==> src/rtl/seven_seg_pkg.sv <==
// seven_seg_pkg
//   Shared definitions for the two-digit seven-segment path: segment
//   patterns (bit0=a .. bit6=g, active-high), digit strobe encodings,
//   the reader FSM state type and the pattern-to-BCD decode used on both
//   the driver and reader sides so the two tables cannot drift apart.
package seven_seg_pkg;

  localparam logic [6:0] SEG_0     = 7'h3F;
  localparam logic [6:0] SEG_1     = 7'h06;
  localparam logic [6:0] SEG_2     = 7'h5B;
  localparam logic [6:0] SEG_3     = 7'h4F;
  localparam logic [6:0] SEG_4     = 7'h66;
  localparam logic [6:0] SEG_5     = 7'h6D;
  localparam logic [6:0] SEG_6     = 7'h7D;
  localparam logic [6:0] SEG_7     = 7'h07;
  localparam logic [6:0] SEG_8     = 7'h7F;
  localparam logic [6:0] SEG_9     = 7'h6F;
  localparam logic [6:0] SEG_BLANK = 7'h00;

  localparam logic [1:0] DIG_ONES = 2'b01;
  localparam logic [1:0] DIG_TENS = 2'b10;

  typedef enum logic [1:0] {
    S_HUNT     = 2'd0,
    S_GOT_ONES = 2'd1,
    S_COMMIT   = 2'd2
  } state_t;

  typedef struct packed {
    logic       ok;
    logic [3:0] bcd;
  } seg_dec_t;

  // Inverse of the driver table. A blank pattern is only meaningful as a
  // suppressed leading zero, so the caller says whether it is acceptable.
  function automatic seg_dec_t seg_decode(input logic [6:0] seg,
                                          input logic       blank_ok);
    seg_dec_t r;
    r.ok  = 1'b1;
    r.bcd = 4'd0;
    case (seg)
      SEG_0:     r.bcd = 4'd0;
      SEG_1:     r.bcd = 4'd1;
      SEG_2:     r.bcd = 4'd2;
      SEG_3:     r.bcd = 4'd3;
      SEG_4:     r.bcd = 4'd4;
      SEG_5:     r.bcd = 4'd5;
      SEG_6:     r.bcd = 4'd6;
      SEG_7:     r.bcd = 4'd7;
      SEG_8:     r.bcd = 4'd8;
      SEG_9:     r.bcd = 4'd9;
      SEG_BLANK: r.ok  = blank_ok;
      default:   r.ok  = 1'b0;
    endcase
    return r;
  endfunction

  // tens*10 + ones as (tens<<3) + (tens<<1) + ones; max 99 fits in 8 bits.
  function automatic logic [7:0] bcd_to_bin(input logic [3:0] t,
                                            input logic [3:0] o);
    return {1'b0, t, 3'b000} + {3'b000, t, 1'b0} + {4'b0000, o};
  endfunction

endpackage

==> src/rtl/seven_seg_scan_reader_if.sv <==
// seven_seg_scan_reader_if
//   Bundle between a multiplexed segment bus and the reader's decoded
//   result. master = whatever drives the segment bus and consumes the
//   result; slave = the reader itself.
//   seg_in/dig_sel : segment pattern and digit strobe
//   ones/tens/num  : last committed value
//   valid/update/err/err_cnt : status
interface seven_seg_scan_reader_if;
  logic [6:0] seg_in;
  logic [1:0] dig_sel;
  logic [3:0] ones;
  logic [3:0] tens;
  logic [7:0] num;
  logic       valid;
  logic       update;
  logic       err;
  logic [7:0] err_cnt;

  modport master (
    output seg_in, dig_sel,
    input  ones, tens, num, valid, update, err, err_cnt
  );

  modport slave (
    input  seg_in, dig_sel,
    output ones, tens, num, valid, update, err, err_cnt
  );
endinterface

==> src/rtl/seg_stabilizer.sv <==
// seg_stabilizer
//   Debounces the multiplexed bus: {dig_sel, seg_in} must be seen unchanged
//   on STABLE_CYCLES consecutive cycles with a one-hot strobe before a
//   single accept pulse is produced. The accepted sample is presented on
//   dig_hold/seg_hold in the same cycle as the pulse.
//   clk, rst         : clock, synchronous active-high reset
//   dig_sel, seg_in  : raw bus
//   accept           : one-cycle pulse per stable value
//   dig_hold/seg_hold: the value being accepted
module seg_stabilizer
  import seven_seg_pkg::*;
#(
  parameter int STABLE_CYCLES = 4
) (
  input  logic       clk,
  input  logic       rst,
  input  logic [1:0] dig_sel,
  input  logic [6:0] seg_in,
  output logic       accept,
  output logic [1:0] dig_hold,
  output logic [6:0] seg_hold
);

  localparam logic [7:0] CNT_TOP = 8'(STABLE_CYCLES - 1);

  logic [8:0] smp_q, smp_d;
  logic [7:0] cnt_q, cnt_d;
  logic       acc_q, acc_d;
  logic       one_hot;
  logic       same;

  always_comb begin
    smp_d   = {dig_sel, seg_in};
    one_hot = (dig_sel == DIG_ONES) || (dig_sel == DIG_TENS);
    same    = (smp_d == smp_q);
    cnt_d   = 8'd0;
    acc_d   = 1'b0;
    if (same && one_hot) begin
      // Park at the top so a long-held value produces exactly one pulse.
      cnt_d = (cnt_q == CNT_TOP) ? cnt_q : cnt_q + 8'd1;
      acc_d = (cnt_q == CNT_TOP - 8'd1);
    end
  end

  always_ff @(posedge clk) begin
    if (rst) begin
      smp_q <= '0;
      cnt_q <= '0;
      acc_q <= 1'b0;
    end else begin
      smp_q <= smp_d;
      cnt_q <= cnt_d;
      acc_q <= acc_d;
    end
  end

  assign accept   = acc_q;
  assign dig_hold = smp_q[8:7];
  assign seg_hold = smp_q[6:0];

endmodule

==> src/rtl/seven_seg_scan_reader.sv <==
// seven_seg_scan_reader
//   Reads back a two-digit multiplexed seven-segment bus. Stable digits are
//   decoded to BCD; a frame is a ones digit followed by a tens digit, and
//   a complete legal frame updates ones/tens/num. valid drops if no legal
//   frame arrives for TIMEOUT_CYCLES cycles.
//   clk, rst : clock, synchronous active-high reset
//   bus      : slave side of seven_seg_scan_reader_if (segment bus in,
//              ones/tens/num/valid/update/err/err_cnt out)
module seven_seg_scan_reader
  import seven_seg_pkg::*;
#(
  parameter int STABLE_CYCLES  = 4,
  parameter int TIMEOUT_CYCLES = 1000
) (
  input  logic                   clk,
  input  logic                   rst,
  seven_seg_scan_reader_if.slave bus
);

  localparam logic [15:0] TO_TOP = 16'(TIMEOUT_CYCLES);

  logic       accept;
  logic [1:0] dig_hold;
  logic [6:0] seg_hold;

  seg_stabilizer #(
    .STABLE_CYCLES(STABLE_CYCLES)
  ) u_stab (
    .clk      (clk),
    .rst      (rst),
    .dig_sel  (bus.dig_sel),
    .seg_in   (bus.seg_in),
    .accept   (accept),
    .dig_hold (dig_hold),
    .seg_hold (seg_hold)
  );

  state_t      state_q, state_d;
  logic [3:0]  ones_tmp_q, ones_tmp_d;
  logic        ones_ok_q, ones_ok_d;
  logic [3:0]  tens_tmp_q, tens_tmp_d;
  logic        tens_ok_q, tens_ok_d;
  logic [3:0]  ones_q, ones_d;
  logic [3:0]  tens_q, tens_d;
  logic [7:0]  num_q, num_d;
  logic        valid_q, valid_d;
  logic        update_q, update_d;
  logic        err_q, err_d;
  logic [7:0]  err_cnt_q, err_cnt_d;
  logic [15:0] to_cnt_q, to_cnt_d;

  seg_dec_t    dec_ones;
  seg_dec_t    dec_tens;
  logic [7:0]  new_num;
  logic        commit_ok;

  assign dec_ones = seg_decode(seg_hold, 1'b0);
  assign dec_tens = seg_decode(seg_hold, 1'b1);

  always_comb begin
    state_d    = state_q;
    ones_tmp_d = ones_tmp_q;
    ones_ok_d  = ones_ok_q;
    tens_tmp_d = tens_tmp_q;
    tens_ok_d  = tens_ok_q;
    ones_d     = ones_q;
    tens_d     = tens_q;
    num_d      = num_q;
    valid_d    = valid_q;
    update_d   = 1'b0;
    err_d      = 1'b0;
    err_cnt_d  = err_cnt_q;
    to_cnt_d   = to_cnt_q;
    new_num    = bcd_to_bin(tens_tmp_q, ones_tmp_q);
    commit_ok  = 1'b0;

    case (state_q)
      S_HUNT: begin
        // A frame always starts with ones; a stray tens digit is dropped.
        if (accept && dig_hold == DIG_ONES) begin
          ones_tmp_d = dec_ones.bcd;
          ones_ok_d  = dec_ones.ok;
          state_d    = S_GOT_ONES;
        end
      end
      S_GOT_ONES: begin
        if (accept && dig_hold == DIG_ONES) begin
          ones_tmp_d = dec_ones.bcd;
          ones_ok_d  = dec_ones.ok;
        end else if (accept && dig_hold == DIG_TENS) begin
          tens_tmp_d = dec_tens.bcd;
          tens_ok_d  = dec_tens.ok;
          state_d    = S_COMMIT;
        end
      end
      S_COMMIT: begin
        state_d = S_HUNT;
        if (ones_ok_q && tens_ok_q) begin
          commit_ok = 1'b1;
          ones_d    = ones_tmp_q;
          tens_d    = tens_tmp_q;
          num_d     = new_num;
          valid_d   = 1'b1;
          update_d  = (new_num != num_q) || !valid_q;
        end else begin
          err_d     = 1'b1;
          err_cnt_d = (err_cnt_q == 8'hFF) ? err_cnt_q : err_cnt_q + 8'd1;
        end
      end
      default: state_d = S_HUNT;
    endcase

    // A legal commit restarts the timeout and overrides a coincident expiry.
    if (commit_ok) begin
      to_cnt_d = 16'd0;
    end else begin
      to_cnt_d = (to_cnt_q == TO_TOP) ? to_cnt_q : to_cnt_q + 16'd1;
      if (to_cnt_d == TO_TOP) begin
        valid_d = 1'b0;
      end
    end
  end

  always_ff @(posedge clk) begin
    if (rst) begin
      state_q    <= S_HUNT;
      ones_tmp_q <= '0;
      ones_ok_q  <= 1'b0;
      tens_tmp_q <= '0;
      tens_ok_q  <= 1'b0;
      ones_q     <= '0;
      tens_q     <= '0;
      num_q      <= '0;
      valid_q    <= 1'b0;
      update_q   <= 1'b0;
      err_q      <= 1'b0;
      err_cnt_q  <= '0;
      to_cnt_q   <= '0;
    end else begin
      state_q    <= state_d;
      ones_tmp_q <= ones_tmp_d;
      ones_ok_q  <= ones_ok_d;
      tens_tmp_q <= tens_tmp_d;
      tens_ok_q  <= tens_ok_d;
      ones_q     <= ones_d;
      tens_q     <= tens_d;
      num_q      <= num_d;
      valid_q    <= valid_d;
      update_q   <= update_d;
      err_q      <= err_d;
      err_cnt_q  <= err_cnt_d;
      to_cnt_q   <= to_cnt_d;
    end
  end

  assign bus.ones    = ones_q;
  assign bus.tens    = tens_q;
  assign bus.num     = num_q;
  assign bus.valid   = valid_q;
  assign bus.update  = update_q;
  assign bus.err     = err_q;
  assign bus.err_cnt = err_cnt_q;

endmodule

==> src/flat_wrapper.sv <==
// flat-port wrapper written by rule: the top's interface ports become plain ports
module seven_seg_scan_reader_flat import seven_seg_pkg::*;
#(
  parameter int STABLE_CYCLES  = 4,
  parameter int TIMEOUT_CYCLES = 1000
)
  (clk, rst, bus_seg_in, bus_dig_sel, bus_ones, bus_tens, bus_num, bus_valid, bus_update, bus_err, bus_err_cnt);
  seven_seg_scan_reader_if bus_i ();
  input  logic clk;
  input  logic rst;
  input wire logic [$bits(bus_i.seg_in)-1:0] bus_seg_in;
  input wire logic [$bits(bus_i.dig_sel)-1:0] bus_dig_sel;
  output wire logic [$bits(bus_i.ones)-1:0] bus_ones;
  output wire logic [$bits(bus_i.tens)-1:0] bus_tens;
  output wire logic [$bits(bus_i.num)-1:0] bus_num;
  output wire logic [$bits(bus_i.valid)-1:0] bus_valid;
  output wire logic [$bits(bus_i.update)-1:0] bus_update;
  output wire logic [$bits(bus_i.err)-1:0] bus_err;
  output wire logic [$bits(bus_i.err_cnt)-1:0] bus_err_cnt;
  assign bus_i.seg_in = bus_seg_in;
  assign bus_i.dig_sel = bus_dig_sel;
  assign bus_ones = bus_i.ones;
  assign bus_tens = bus_i.tens;
  assign bus_num = bus_i.num;
  assign bus_valid = bus_i.valid;
  assign bus_update = bus_i.update;
  assign bus_err = bus_i.err;
  assign bus_err_cnt = bus_i.err_cnt;
  seven_seg_scan_reader #(.STABLE_CYCLES(STABLE_CYCLES), .TIMEOUT_CYCLES(TIMEOUT_CYCLES)) u_core (.clk(clk), .rst(rst), .bus(bus_i));
endmodule
==> config.mk <==
export PLATFORM = sky130hd
export DESIGN_NAME = seven_seg_scan_reader_flat
export DESIGN_NICKNAME = d
export VERILOG_FILES = /design/src/rtl/seven_seg_pkg.sv /design/src/rtl/seven_seg_scan_reader_if.sv /design/src/rtl/seg_stabilizer.sv /design/src/rtl/seven_seg_scan_reader.sv /design/src/flat_wrapper.sv
export SDC_FILE = /design/constraint.sdc
export NUM_CORES = 1
export LEC_CHECK = 0
export ABC_CLOCK_PERIOD_IN_PS = 2410
export CAP_MARGIN = 10
export CORE_MARGIN = 2
export CORE_UTILIZATION = 51
export DETAILED_ROUTE_END_ITERATION = 16
export GPL_ROUTABILITY_DRIVEN = 0
export GPL_TIMING_DRIVEN = 0
export PLACE_DENSITY_LB_ADDON = 0.25
export SETUP_SLACK_MARGIN = 0.15
export SYNTH_ARGS = -nofsm -noshare
export SYNTH_HDL_FRONTEND = slang
export SYNTH_SLANG_ARGS = --single-unit
==> constraint.sdc <==
create_clock -name clk -period 2.41 [get_ports clk]
set_input_delay 0.241 -clock clk [delete_from_list [all_inputs] [get_ports clk]]
set_output_delay 0.241 -clock clk [all_outputs]
set_load 0.005 [all_outputs]
=== Yosys cells after proc, flatten, opt, wreduce, memory -nomap -nowiden ===
Index checks and enable logic that the tools add are counted.

* $add $sub $neg: 5
* Equal/unequal tests: 26
* Mux-type cells: 15
* Bitwise operators: 5
* Reduce and logical (&&, ||, !) cells: 21

{| class="wikitable"
|+ Operators by type and width
! kind !! number
|-
| $eq A7 B7 Y1 const B || 7
|-
| $pmux W4 S9 || 1
|-
| $eq A16 B10 Y1 const B || 2
|-
| $add A16 B1 Y16 const B || 1
|-
| $add A8 B1 Y8 const B || 2
|-
| $eq A8 B2 Y1 const B || 2
|-
| $mux W16 || 1
|-
| $eq A7 B3 Y1 const B || 2
|-
| $reduce_or A11 Y1 || 1
|-
| $reduce_or A10 Y1 || 1
|-
| $eq A9 B9 Y1 || 1
|-
| $mux W1 || 9
|-
| $reduce_and A3 Y1 || 3
|-
| $add A7 B5 Y8 || 1
|-
| $add A8 B4 Y8 || 1
|-
| $eq A8 B8 Y1 const B || 1
|-
| $ne A8 B8 Y1 || 1
|-
| $reduce_or A2 Y1 || 4
|-
| $eq A7 B6 Y1 const B || 1
|-
| $logic_not A7 Y1 || 1
|-
| $eq A2 B1 Y1 const B || 3
|-
| $eq A2 B2 Y1 const B || 3
|-
| $mux W2 || 3
|-
| $not A1 Y1 || 5
|-
| 9 further kinds || 15
|}

* Register bits: 73
* Input port bits: 11
* Output and inout bits: 27
* Word-level logic and storage cells: 88

=== Logic depth before layout (Yosys ltp) ===
* Word-level depth: 5
* Mapped depth: 10
* Mapped depth without buffers: 10

=== Hierarchy ===
From an unflattened synthesis, not the netlist that was laid out.

* Cells, all modules: 419
* Area, all modules: 3,621.0 um2

{| class="wikitable"
|+ By module, submodules not included
! module !! instances !! cells each !! area an instance (um2) !! sequential area each (um2)
|-
| seven_seg_scan_reader || 1 || 345 || 2,879.0 || 1,081.0
|-
| seg_stabilizer || 1 || 74 || 742.0 || 360.3
|}

=== Least setup slack after synthesis ===
No wires, ideal clock.

* Path type: register to register
* From: register u_core.tens_tmp_q[0]
* To: register u_core.update_q (netlist: u_core.bus.update)
* Library setup time: 0.091 ns
* Data arrival time: 2.369 ns
* Required time: 2.319 ns
* Path slack: -0.050 ns
* Stages on the path, launching flop included: 11
* Path buffers: 0
* Period minus slack after synthesis: 2.460 ns
* Path through: dfxtp_1 > inv_1 > fa_1 > inv_1 > fa_1 > a21o_1 > a21oi_1 > xnor2_1 > xor2_1 > nor3_1 > a311oi_1

* Word-level cells in the longest chain between the ends: 4

{| class="wikitable"
|+ Ends and longest elaborated chain
! element !! line !! RTL
|-
| start, declared || seven_seg_scan_reader.sv:41 || <nowiki>logic [3:0] tens_tmp_q, tens_tmp_d;</nowiki>
|-
| start signal, assigned || seven_seg_scan_reader.sv:143 || <nowiki>tens_tmp_q <= tens_tmp_d;</nowiki>
|-
| $add A7 B5 Y8 || seven_seg_pkg.sv:61 || <nowiki>return {1'b0, t, 3'b000} + {3'b000, t, 1'b0} + {4'b0000, o};</nowiki>
|-
| $add A8 B4 Y8 || seven_seg_pkg.sv:61 ||
|-
| $ne A8 B8 Y1 || seven_seg_scan_reader.sv:104 || <nowiki>update_d = (new_num != num_q) || !valid_q;</nowiki>
|-
| $logic_or A1 B1 Y1 || seven_seg_scan_reader.sv:104 ||
|-
| end signal, assigned || seven_seg_scan_reader.sv:149 || <nowiki>update_q <= update_d;</nowiki>
|-
| end, declared || seven_seg_scan_reader.sv:47 || <nowiki>logic update_q, update_d;</nowiki>
|}

No other way between the ends.
A chain may end at the register's enable or synchronous reset.

=== Final worst setup path ===
Ends and elaborated chain as after synthesis.

==> impl_metrics.yaml <==
drt:
  first_pass_iters: 4
  via_per_inst: 5.218
  drt_drc_violations_left: 0
  drt_iter0_drc: 64
  drt-total-wl_mm: 7.619
  antenna_left: 0
  wire_per_inst_um: 12.85
  dr_total_vias: 3094
setup_path:
  cp_slowest_stage_delay_ns: 0.54
  cp-endpoint: "u_core.bus.update"
  critPathLaunchType: "flop"
  cp.required_ns: 2.67
  cp_num_cells: 10
  slowest_stage: "fa_1"
  r2r_end: "u_core.bus.update"
  path_cells: "inv_2 -> fa_1 -> inv_2 -> fa_2 -> a21o_1 -> a21oi_2 -> xnor2_2 -> xor2_1 -> nor3_1 -> a311oi_1"
  cpMostUsedCell: "inv_2"
  rrSetupSlack_ns: 0.06
  cpLargestDelayFamily: "adder cells"
  crit_arrival_ns: 2.61
  crit_buf_inv: 2
  reg2reg_from: "u_core.tens_tmp_q[0]"
  ff2ff_path_depth: 10
  critPathLaunch: "u_core.tens_tmp_q[0]"
  setup.worst_path.end_class: "flop"
  crit_type: "reg2reg"
  crit_fanout: 2
outcome:
  status: "finished clean"
synthesis:
  synthCells: 439
  synth_xor_xnor_area_share_pct: 10.46
  yosys_warnings: 0
  yosysSeqAreaShare_pct: 38.26
  synth_edf_count: 0
  synth_seq_cells: 72
  post_synth_and_or_nand_nor_area_fraction_pct: 27.86
  synth_cell_type_count: 59
  syn_area_sq_um: 3767
  synth.area.mux_share_pct: 2.657
  synth-main-ff-cell: "dfxtp_1"
  synth_nets: 464
  async_reset_ff_share_pct: 0
  synth_compound_area_share_pct: 10.30
  synth_fa_ha_area_share_pct: 5.048
  synth_top_family_by_area: "simple AND/OR/NAND/NOR gates"
  avgSynthCellArea_sq_um: 8.582
global_route:
  antenna_found_initial: 0
  track_usage_pct: 19.95
  grt_max_degree: 15
  grt_pass1_wl_mm: 13.34
  overflow: 0
  first_global_vias: 2963
floorplanning:
  die_h_um: 89.95
  die_w_um: 89.95
  initial_utilization_pct: 52.22
  io_pins: 38
  rows: 31
  die_area_sq_um: 8090
  core_area_sq_um: 7214
cts:
  ctsRootBufferMaster: "clkbuf_8"
  cts_buffers: 9
  worstSkewPairLatency_ns: 0.35
  cts.sinks: 72
  h-tree-depth: 3
  cts_tree: "built"
  cts.path.max_buffers: 2
  clkTransAtPathRegs_ns: 0.08
final_layout:
  postLayoutCoreUtil_pct: 62.45
  nets: 514
  drive_above_1_share_pct: 13.77
  antenna_cells: 0
  area_growth_pct: 19.59
sta:
  post-route-period-util_pct: 97.49
  grt_setup_unrepaired: "yes"
  maxSlewHeadroom_pct: 60.78
  slew_viol_final: 0
  hold_ws_ns: 0.4561
  post-route-min-period_ns: 2.349
  tightest_slew_ns: 0.5851
  clock.fmax_ghz: 0.4256
  final_hold_viol_count: 0
  fin_worst_skew_ns: 0.01107
  finalWorstSetupSlack_ns: 0.06051
  tns_ns: 0
  setup_viol_count_final: 0
power_and_ir_drop:
  leakagePower_nw: 1.622
  power.total_mw: 2.326
  powerDensity_nw_per_um2: 516.3
  vdd_ir_drop_max_mv: 0.2652
placement:
  place_ws_ns: -0.008705
  port_buffers: 37
  place_hpwl_mm: 5.555
min_path:
  hold_path_class: "reg2reg"
job:
  cap_violations: 0
[metrics by stage]
stage / area, sq um / std cells
2_1_floorplan: 3775 / 439
3_3_place_gp: 4269 / 575
3_5_place_dp: 4269 / 575
4_1_cts: 4502 / 593
5_1_grt: 4506 / 593
6_report: 4506 / 593
[worst min path at each step]
stage	to	cells after the start	from
after global routing	u_core.bus.tens[0]	2	u_core.bus.tens[0]
final	u_core.bus.tens[0]	2	u_core.bus.tens[0]
after detailed placement	u_core.bus.tens[1]	2	u_core.bus.tens[1]
after CTS	u_core.bus.tens[1]	2	u_core.bus.tens[1]
after global placement	u_core.bus.tens[1]	2	u_core.bus.tens[1]
after floorplan	u_core.u_stab.smp_q[5]	1	bus_seg_in[5]
[area by class of cell]
class / instances / area (sq um)
tap: 99 / 123.9
clock inverter: 7 / 80.08
buffer: 25 / 151.4
fill: 664 / 2709
multi-input combinational: 328 / 2142
clock buffer: 9 / 123.9
inverter: 14 / 52.55
timing repair buffer: 39 / 385.4
sequential: 72 / 1446
[layout by cell type, fill, tap and decap left out, drive strengths merged, types with 6 or more instances in the layout]
cell / n
dfxtp: 72
a31oi: 6
nor3: 16
buf: 19
mux2i: 10
nor4: 6
a21oi: 22
a211oi: 6
nand3: 19
xor2: 20
inv: 16
nand4: 10
clkdlybuf4s50: 37
xnor2: 25
nor2: 62
clkbuf: 17
ha: 12
nand2: 48
o21ai: 9
nor2b: 13
[cells in the mapped netlist (2+ instances only)]
master,n,share of area (%)
xnor2_1,25,5.8
nand2_1,47,4.7
nor2b_1,13,2.2
a21oi_1,22,2.9
and4_1,2,0.47
nor4_2,3,1.0
inv_1,14,1.4
buf_2,6,0.80
or3_1,4,0.66
nor4_1,3,0.50
mux2i_1,10,2.7
nor3_2,5,1.3
o21ai_0,8,1.1
nand4_1,8,1.3
buf_6,3,0.90
or3b_1,2,0.47
o31ai_1,3,0.60
nand3_1,16,2.1
dfxtp_1,72,38
a31oi_1,6,1.0
ha_1,12,4.0
and3_1,5,0.83
nand3b_1,2,0.40
buf_4,6,1.2
xor2_1,20,4.6
a21o_1,2,0.40
buf_1,2,0.20
a211oi_1,5,1.0
nor2_1,61,6.1
nor3_1,11,1.5
fa_1,2,1.1
clkbuf_1,6,0.60
nand2b_1,4,0.66
a211o_1,2,0.47
nand3_2,3,0.80
[report_power, final]
| group | switching, mW | internal [mW] |
|---|---|---|
| registers | 0.0107 | 1.20 |
| logic | 0.0734 | 0.0567 |
| clock network | 0.495 | 0.490 |
| total | 0.579 | 1.75 |
[cells by family (layout without fill, tap and decap cells)]
group	Yosys count	after routing
mux	10	10
fa+ha+maj	14	14
simple gates	200	200
xor+xnor	45	45
compound gates	59	59
buf+inv	39	94
flops	72	72
[worst min-delay path, delay by kind of cell, from the launching register on]
family	cells	cell delay, ns
AND/OR/NAND/NOR	1	0.05
flip-flops	1	0.31
AO/OA/AOI/OAI	1	0.05
[flip-flops by register name (all words and copies together), names as in the netlist]
signal                cells
u_core.tens_tmp_q         4
u_core.bus.valid          1
u_core.ones_tmp_q         4
u_core.u_stab.cnt_q       8
u_core.state_q            2
u_core.bus.err            1
u_core.tens_ok_q          1
u_core.to_cnt_q          16
u_core.bus.ones           3
u_core.bus.update         1
u_core.bus.num            8
u_core.bus.tens           4
u_core.u_stab.accept      1
u_core.bus.err_cnt        8
u_core.ones_ok_q          1
u_core.u_stab.smp_q       9
[layer usage]
metal / GRT usage (%) / part of all wire [%] / up-vias
li1: - / - / 1605
met1: 25.28 / 48 / 1422
met2: 33.33 / 47 / 53
met3: 3.437 / 3.0 / 14
met4: 9.103 / 2.3 / 0
met5: 0 / 0 / -
[repair_timing]
| action | 4_1_cts | 5_1_grt |
|---|---|---|
| hold buffers | 0 | 0 |
| resized for setup | 4 | 4 |
| pin swaps | 4 | 3 |
| setup buffers | 2 | 0 |
| endpoints found under the setup margin | 2 | 2 |
Power figures use the tool's default switching activity.
